==> config.mk <==
export PLATFORM = sky130hd
export DESIGN_NAME = vscale_md_requester
export DESIGN_NICKNAME = d
export VERILOG_FILES = /design/src/rtl/vscale_md_requester.sv
export SDC_FILE = /design/constraint.sdc
export NUM_CORES = 1
export LEC_CHECK = 0
export CAP_MARGIN = 20
export CORE_MARGIN = 2
export CORE_UTILIZATION = 36
export DETAILED_ROUTE_END_ITERATION = 7
export GPL_TIMING_DRIVEN = 0
export PLACE_DENSITY = 0.81
export SLEW_MARGIN = 0
export SYNTH_ARGS = -nofsm -noshare
export SYNTH_HDL_FRONTEND = slang
export SYNTH_SLANG_ARGS = --single-unit
==> constraint.sdc <==
create_clock -name clk_i -period 3.4 [get_ports clk_i]
set_input_delay 0.68 -clock clk_i [delete_from_list [all_inputs] [get_ports clk_i]]
set_output_delay 0.68 -clock clk_i [all_outputs]
set_load 0.01 [all_outputs]
==> src/rtl/vscale_md_requester.sv <==
// vscale_md_requester: decodes RV32M ops, issues one request to the iterative mul/div unit and returns its result
module vscale_md_requester #(
  parameter int XPR_LEN          = 32,
  parameter int MD_OP_WIDTH      = 2,
  parameter int MD_OUT_SEL_WIDTH = 2
) (
  input  logic                        clk_i,
  input  logic                        reset_i,
  input  logic                        cmd_valid_i,
  input  logic [2:0]                  cmd_funct3_i,
  input  logic [XPR_LEN-1:0]          cmd_rs1_i,
  input  logic [XPR_LEN-1:0]          cmd_rs2_i,
  input  logic                        cmd_kill_i,
  output logic                        stall_o,
  output logic                        result_valid_o,
  output logic [XPR_LEN-1:0]          result_o,
  output logic                        md_req_valid_o,
  input  logic                        md_req_ready_i,
  output logic [MD_OP_WIDTH-1:0]      md_req_op_o,
  output logic [MD_OUT_SEL_WIDTH-1:0] md_req_out_sel_o,
  output logic                        md_req_in_1_signed_o,
  output logic                        md_req_in_2_signed_o,
  output logic [XPR_LEN-1:0]          md_req_in_1_o,
  output logic [XPR_LEN-1:0]          md_req_in_2_o,
  input  logic                        md_resp_valid_i,
  input  logic [XPR_LEN-1:0]          md_resp_result_i
);
  localparam logic [MD_OP_WIDTH-1:0]      MD_OP_MUL  = MD_OP_WIDTH'(0);
  localparam logic [MD_OP_WIDTH-1:0]      MD_OP_DIV  = MD_OP_WIDTH'(1);
  localparam logic [MD_OP_WIDTH-1:0]      MD_OP_REM  = MD_OP_WIDTH'(2);
  localparam logic [MD_OUT_SEL_WIDTH-1:0] MD_OUT_LO  = MD_OUT_SEL_WIDTH'(0);
  localparam logic [MD_OUT_SEL_WIDTH-1:0] MD_OUT_HI  = MD_OUT_SEL_WIDTH'(1);
  localparam logic [MD_OUT_SEL_WIDTH-1:0] MD_OUT_REM = MD_OUT_SEL_WIDTH'(2);

  typedef enum logic [2:0] {S_IDLE, S_REQ, S_WAIT, S_DONE, S_DRAIN} state_t;

  state_t                        state_q;
  logic [MD_OP_WIDTH-1:0]        op_q, op_d;
  logic [MD_OUT_SEL_WIDTH-1:0]   sel_q, sel_d;
  logic                          s1_q, s1_d, s2_q, s2_d;
  logic [XPR_LEN-1:0]            in1_q, in2_q, result_q;

  always_comb begin
    op_d  = cmd_funct3_i[2] ? (cmd_funct3_i[1] ? MD_OP_REM : MD_OP_DIV) : MD_OP_MUL;
    sel_d = cmd_funct3_i[2] ? (cmd_funct3_i[1] ? MD_OUT_REM : MD_OUT_LO)
                            : (cmd_funct3_i[1:0] == 2'd0 ? MD_OUT_LO : MD_OUT_HI);
    s1_d  = cmd_funct3_i[2] ? ~cmd_funct3_i[0] : (cmd_funct3_i[1:0] != 2'd3);
    s2_d  = cmd_funct3_i[2] ? ~cmd_funct3_i[0] : ~cmd_funct3_i[1];
  end

  // The unit cannot abort, so a kill after transfer must drain its response.
  always_ff @(posedge clk_i or posedge reset_i) begin
    if (reset_i) begin
      state_q  <= S_IDLE;
      op_q     <= '0;
      sel_q    <= '0;
      s1_q     <= 1'b0;
      s2_q     <= 1'b0;
      in1_q    <= '0;
      in2_q    <= '0;
      result_q <= '0;
    end else begin
      case (state_q)
        S_IDLE: if (cmd_valid_i && !cmd_kill_i) begin
          op_q    <= op_d;
          sel_q   <= sel_d;
          s1_q    <= s1_d;
          s2_q    <= s2_d;
          in1_q   <= cmd_rs1_i;
          in2_q   <= cmd_rs2_i;
          state_q <= S_REQ;
        end
        S_REQ: state_q <= cmd_kill_i ? S_IDLE : (md_req_ready_i ? S_WAIT : S_REQ);
        S_WAIT: if (cmd_kill_i) begin
          state_q <= md_resp_valid_i ? S_IDLE : S_DRAIN;
        end else if (md_resp_valid_i) begin
          result_q <= md_resp_result_i;
          state_q  <= S_DONE;
        end
        S_DONE:  state_q <= S_IDLE;
        S_DRAIN: state_q <= md_resp_valid_i ? S_IDLE : S_DRAIN;
        default: state_q <= S_IDLE;
      endcase
    end
  end

  assign stall_o              = cmd_valid_i && !cmd_kill_i && (state_q != S_DONE);
  assign result_valid_o       = (state_q == S_DONE);
  assign result_o             = result_q;
  assign md_req_valid_o       = (state_q == S_REQ) && !cmd_kill_i;
  assign md_req_op_o          = op_q;
  assign md_req_out_sel_o     = sel_q;
  assign md_req_in_1_signed_o = s1_q;
  assign md_req_in_2_signed_o = s2_q;
  assign md_req_in_1_o        = in1_q;
  assign md_req_in_2_o        = in2_q;
endmodule

### Word-level counts from Yosys, hierarchy flattened

Cells that the tools add are included.

* equality and inequality tests: 8
* mux-type cells: 14
* bitwise logic cells: 3
* reduce and logical (&&, ||, !) cells: 9

Operators by type and width (count)
* $mux 2: 6
* $mux 3: 4
* $pmux 3 s4: 1
* $eq 3x2->1 const B: 2
* $ne 2x2->1 const B: 2
* $reduce_and 2->1: 2
* $eq 3x1->1 const B: 1
* $eq 3x3->1 const B: 1
* $logic_and 1x1->1: 3
* $logic_not 3->1: 1
* $mux 1: 3
* $ne 3x2->1 const B: 1
* $ne 3x3->1 const B: 1
* $not 1->1: 3
* $reduce_and 3->1: 1
* $logic_not 2->1: 1
* $logic_not 1->1: 1

* bits in registers: 105
* input bits: 105
* word-level logic and storage cells: 42

### Depth between registers and ports, before layout

* depth in word-level cells: 4
* depth in mapped cells: 7
* depth with buffers taken out: 3

### Worst setup path before layout

No wires, ideal clock.

* kind: input to output
* start: input cmd_kill_i
* end: output md_req_valid_o
* data arrival time: 1.151 ns
* data required time: 2.720 ns
* slack: 1.569 ns
* stages: 1
* buffers on the path: 0
* cell sequence: nor4b_1

* cells in the longest elaborated chain, start to end: 2

RTL lines
* from (decl): RTL line 13 `input logic cmd_kill_i,`
* $logic_not 1->1: RTL line 90 `assign md_req_valid_o = (state_q == S_REQ) && !cmd_kill_i;`
* $logic_and 1x1->1: RTL line 90
* to (decl): RTL line 17 `output logic md_req_valid_o,`

Every way passes these cells.

### Final worst setup path

Same ends and word-level chain as after synthesis.

==> metrics.txt <==
post-detailed-route via-to-cell ratio 4.69; count of standard-cell rows 38; max-slew violations 0; initial antenna violation count 0; level count of the clock H-tree 3; endpoint arrival time on the critical path 2160 ps; number of nets in the layout 573; number of endpoints with negative hold slack in the final report 0; buffer levels on the longest clock path 2; crit path launch type input pin; Seq/Total Area, Yosys 63.9%; max capacitance violation total 0; kind of cell adding the most delay to the critical path buffers and inverters; TritonCTS clock tree yes; Global Route met2 Usage 27.3%; final period demand of the worst path 2840 ps; Inst Count DP 597; Highest Clock Rate 352 MHz; worst slew margin relative to its limit 58.6%; post-CTS setup buffer count 0; power density relative to cell area 641 nW/um^2; crit path buf inv count 2; Post-Route Setup TNS 0 ps; delay of the slowest critical-path stage 600 ps; highest-utilization routing layer at the global route stage met2; hold crit path type flip-flop to flip-flop; number of standard cells after synthesis 246; commonest cells after routing, fill and taps aside sky130_fd_sc_hd__clkdlybuf4s50_1, sky130_fd_sc_hd__dfrtp_1, sky130_fd_sc_hd__mux2_2; met1 track utilization from global routing 18.0%; final-layout fill cell count 871; total via count after detailed routing 2867; Horiz. Die Dim 110 um; clock latency on the worst-skew pair 340 ps; number of nets produced by synthesis 351; met3 track demand over resource in global routing 5.76%; measured slew at the worst slew-check pin 619 ps; Routed Antenna Nets 0; IR Drop Worst-Case VDD 0.299 mV; Final Setup Violations 0; total power 4.25 mW; area growth from synthesis to final layout 63.0%; clock tree sinks 104; total of warnings raised by yosys 0; clock root cell sky130_fd_sc_hd__clkbuf_16; unrepaired setup endpoints after global routing no; Die Outline Area 12200 um^2; post-route standard cell area excluding fillers 6640 um^2; estimated wirelength of the detail-placed design 7530 um; share of layout cells above drive strength 1 27.0%; area of the placeable core 10900 um^2; Antenna Diode Count 0; worst path required time 2720 ps; Global Route Usage Sum 16.2%; number of search-and-repair iterations in the first detailed-routing pass 4; maximum number of pins on one net before global-route repair 44; area after detailed placement 6380 um^2; number of clock buffers inserted by TritonCTS 9; WL per Instance 16.1 um; Worst-path clk slew 70 ps; CP Max Fanout 7; count of unresolved DRC violations after routing 0; Critical Path Most Common Cell sky130_fd_sc_hd__clkdlybuf4s50_1; count of instances resized after the clock tree is built 0; Mapped Area 4070 um^2; most frequent standard cell in the layout excluding fill and tap cells sky130_fd_sc_hd__clkdlybuf4s50_1; Die Span Y 110 um; ordered list of cells on the worst path clkdlybuf4s50_1 -> nor4b_1 -> clkdlybuf4s50_1; count of distinct cell types in the synthesized netlist 26; kind of end point of the critical path primary output; hold buffer count at CTS 0; boundary pin count 210; post-detailed-routing wire length 9860 um; Clock Skews 5.19 ps; global-route wire length before repair 14800 um; #FFs+latches synth 104; leakage power 2.77 nW; outcome finished clean; critical path's slowest cell sky130_fd_sc_hd__clkdlybuf4s50_1; GP Congestion 0.746; synthesized area per cell 16.5 um^2; count of port buffers added during placement 209; global route total overflow 0; final critical-path share of the clock period 83.6%; via count of the first global-routing pass 3041; effective utilization at floorplan 37.2%; number of standard cells in the final layout excluding fillers 611; Worst Path Class, Setup input pin to primary output; starting DRC count in detailed routing 65
layout make-up:
class,instances,area (um^2),share of cell area (%)
Multi-Input combinational cell,125,1310,19.8
Buffer,14,143,2.15
Inverter,3,15.0,0.226
Timing Repair Buffer,211,2130,32.1
Sequential cell,104,2600,39.2
Clock inverter,1,5.00,0.0754
Tap cell,140,175,2.64
Clock buffer,13,250,3.77
power breakdown:
part,internal [mW],switching (mW)
sequential,1.60,0.183
combinational,1.02,0.526
clock,0.508,0.417
total,3.13,1.13
stage by stage:
step | util [%] | setup WS, ps | hold slack (ps)
floorplan | - | 1470 | 473
global placement | 58.0 | 473 | 476
detailed placement | 58.4 | 591 | 480
CTS | 60.7 | 565 | 494
global route | 60.7 | 456 | 513
finish | 60.7 | 559 | 490
logic make-up (layout without fill, tap and decap cells):
| kind of cell | count (synthesis) | after routing | share of synthesized area [%] |
|---|---|---|---|
| mux | 102 | 102 | 29.0 |
| buf+inv | 17 | 242 | 3.78 |
| compound gates | 6 | 6 | 0.953 |
| flops | 104 | 104 | 63.9 |
| simple gates | 17 | 17 | 2.34 |
metal layers:
layer | wire length [um] | share of wire, % | vias to the layer above
met3 | 937 | 9.5 | 15
met4 | 203 | 2.1 | 0
met2 | 4970 | 50 | 123
met1 | 3750 | 38 | 1428
met5 | 0 | 0 | -
li1 | - | - | 1301
worst reg2reg max path: cells and delay by family, from the launching register on:
family,cells,cell delay (ps)
simple gates,2,430
mux,1,300
flops,1,370
buf+inv,4,580
final timing paths:
| path | startpoint | to | slack [ps] | depth (start not counted) |
|---|---|---|---|---|
| setup / recovery | cmd_kill_i | md_req_valid_o | 560 | 3 |
| hold / removal | result_o[3] | result_o[3] | 490 | 1 |
| setup reg to reg | state_q[0] | md_req_in_2_o[5] | 1590 | 7 |
| hold reg to reg | result_o[3] | result_o[3] | 490 | 1 |
| max in group asynchronous | reset_i | md_req_op_o[1] | 2020 | 3 |
| min in group asynchronous | reset_i | result_o[5] | 760 | 2 |
synthesized netlist by cell type:
| cell type | n | area share [%] |
|---|---|---|
| sky130_fd_sc_hd__mux2_1 | 1 | 0.28 |
| sky130_fd_sc_hd__mux2_2 | 90 | 25 |
| sky130_fd_sc_hd__dfrtp_1 | 104 | 64 |
| sky130_fd_sc_hd__inv_1 | 3 | 0.28 |
| sky130_fd_sc_hd__buf_6 | 4 | 1.1 |
| sky130_fd_sc_hd__clkbuf_2 | 1 | 0.12 |
| sky130_fd_sc_hd__o21ai_0 | 1 | 0.12 |
| sky130_fd_sc_hd__o21a_1 | 1 | 0.18 |
| sky130_fd_sc_hd__nand2b_1 | 1 | 0.15 |
| sky130_fd_sc_hd__nand3_1 | 1 | 0.12 |
| sky130_fd_sc_hd__buf_4 | 7 | 1.3 |
| sky130_fd_sc_hd__and2_1 | 2 | 0.31 |
| sky130_fd_sc_hd__nor3_1 | 1 | 0.12 |
| sky130_fd_sc_hd__nor2b_1 | 3 | 0.46 |
| sky130_fd_sc_hd__a2111oi_0 | 1 | 0.22 |
| sky130_fd_sc_hd__nor2_1 | 3 | 0.28 |
| sky130_fd_sc_hd__mux2_4 | 9 | 3.3 |
| sky130_fd_sc_hd__buf_12 | 2 | 0.98 |
| sky130_fd_sc_hd__nor3b_1 | 1 | 0.18 |
| sky130_fd_sc_hd__and3_1 | 1 | 0.15 |
| sky130_fd_sc_hd__a21oi_1 | 2 | 0.25 |
| sky130_fd_sc_hd__mux2i_1 | 2 | 0.49 |
| sky130_fd_sc_hd__nor4b_1 | 1 | 0.22 |
| sky130_fd_sc_hd__nor4_1 | 1 | 0.15 |
| sky130_fd_sc_hd__a211oi_1 | 1 | 0.18 |
| sky130_fd_sc_hd__nand2_1 | 2 | 0.18 |
state kept, by name, indices dropped and copies added, names as in the netlist:
name / count
md_req_in_1_o: 32
md_req_in_1_signed_o: 1
md_req_in_2_o: 32
md_req_in_2_signed_o: 1
md_req_op_o: 2
md_req_out_sel_o: 1
result_o: 32
state_q: 3
Note: power is estimated with default switching activity, not from simulation.
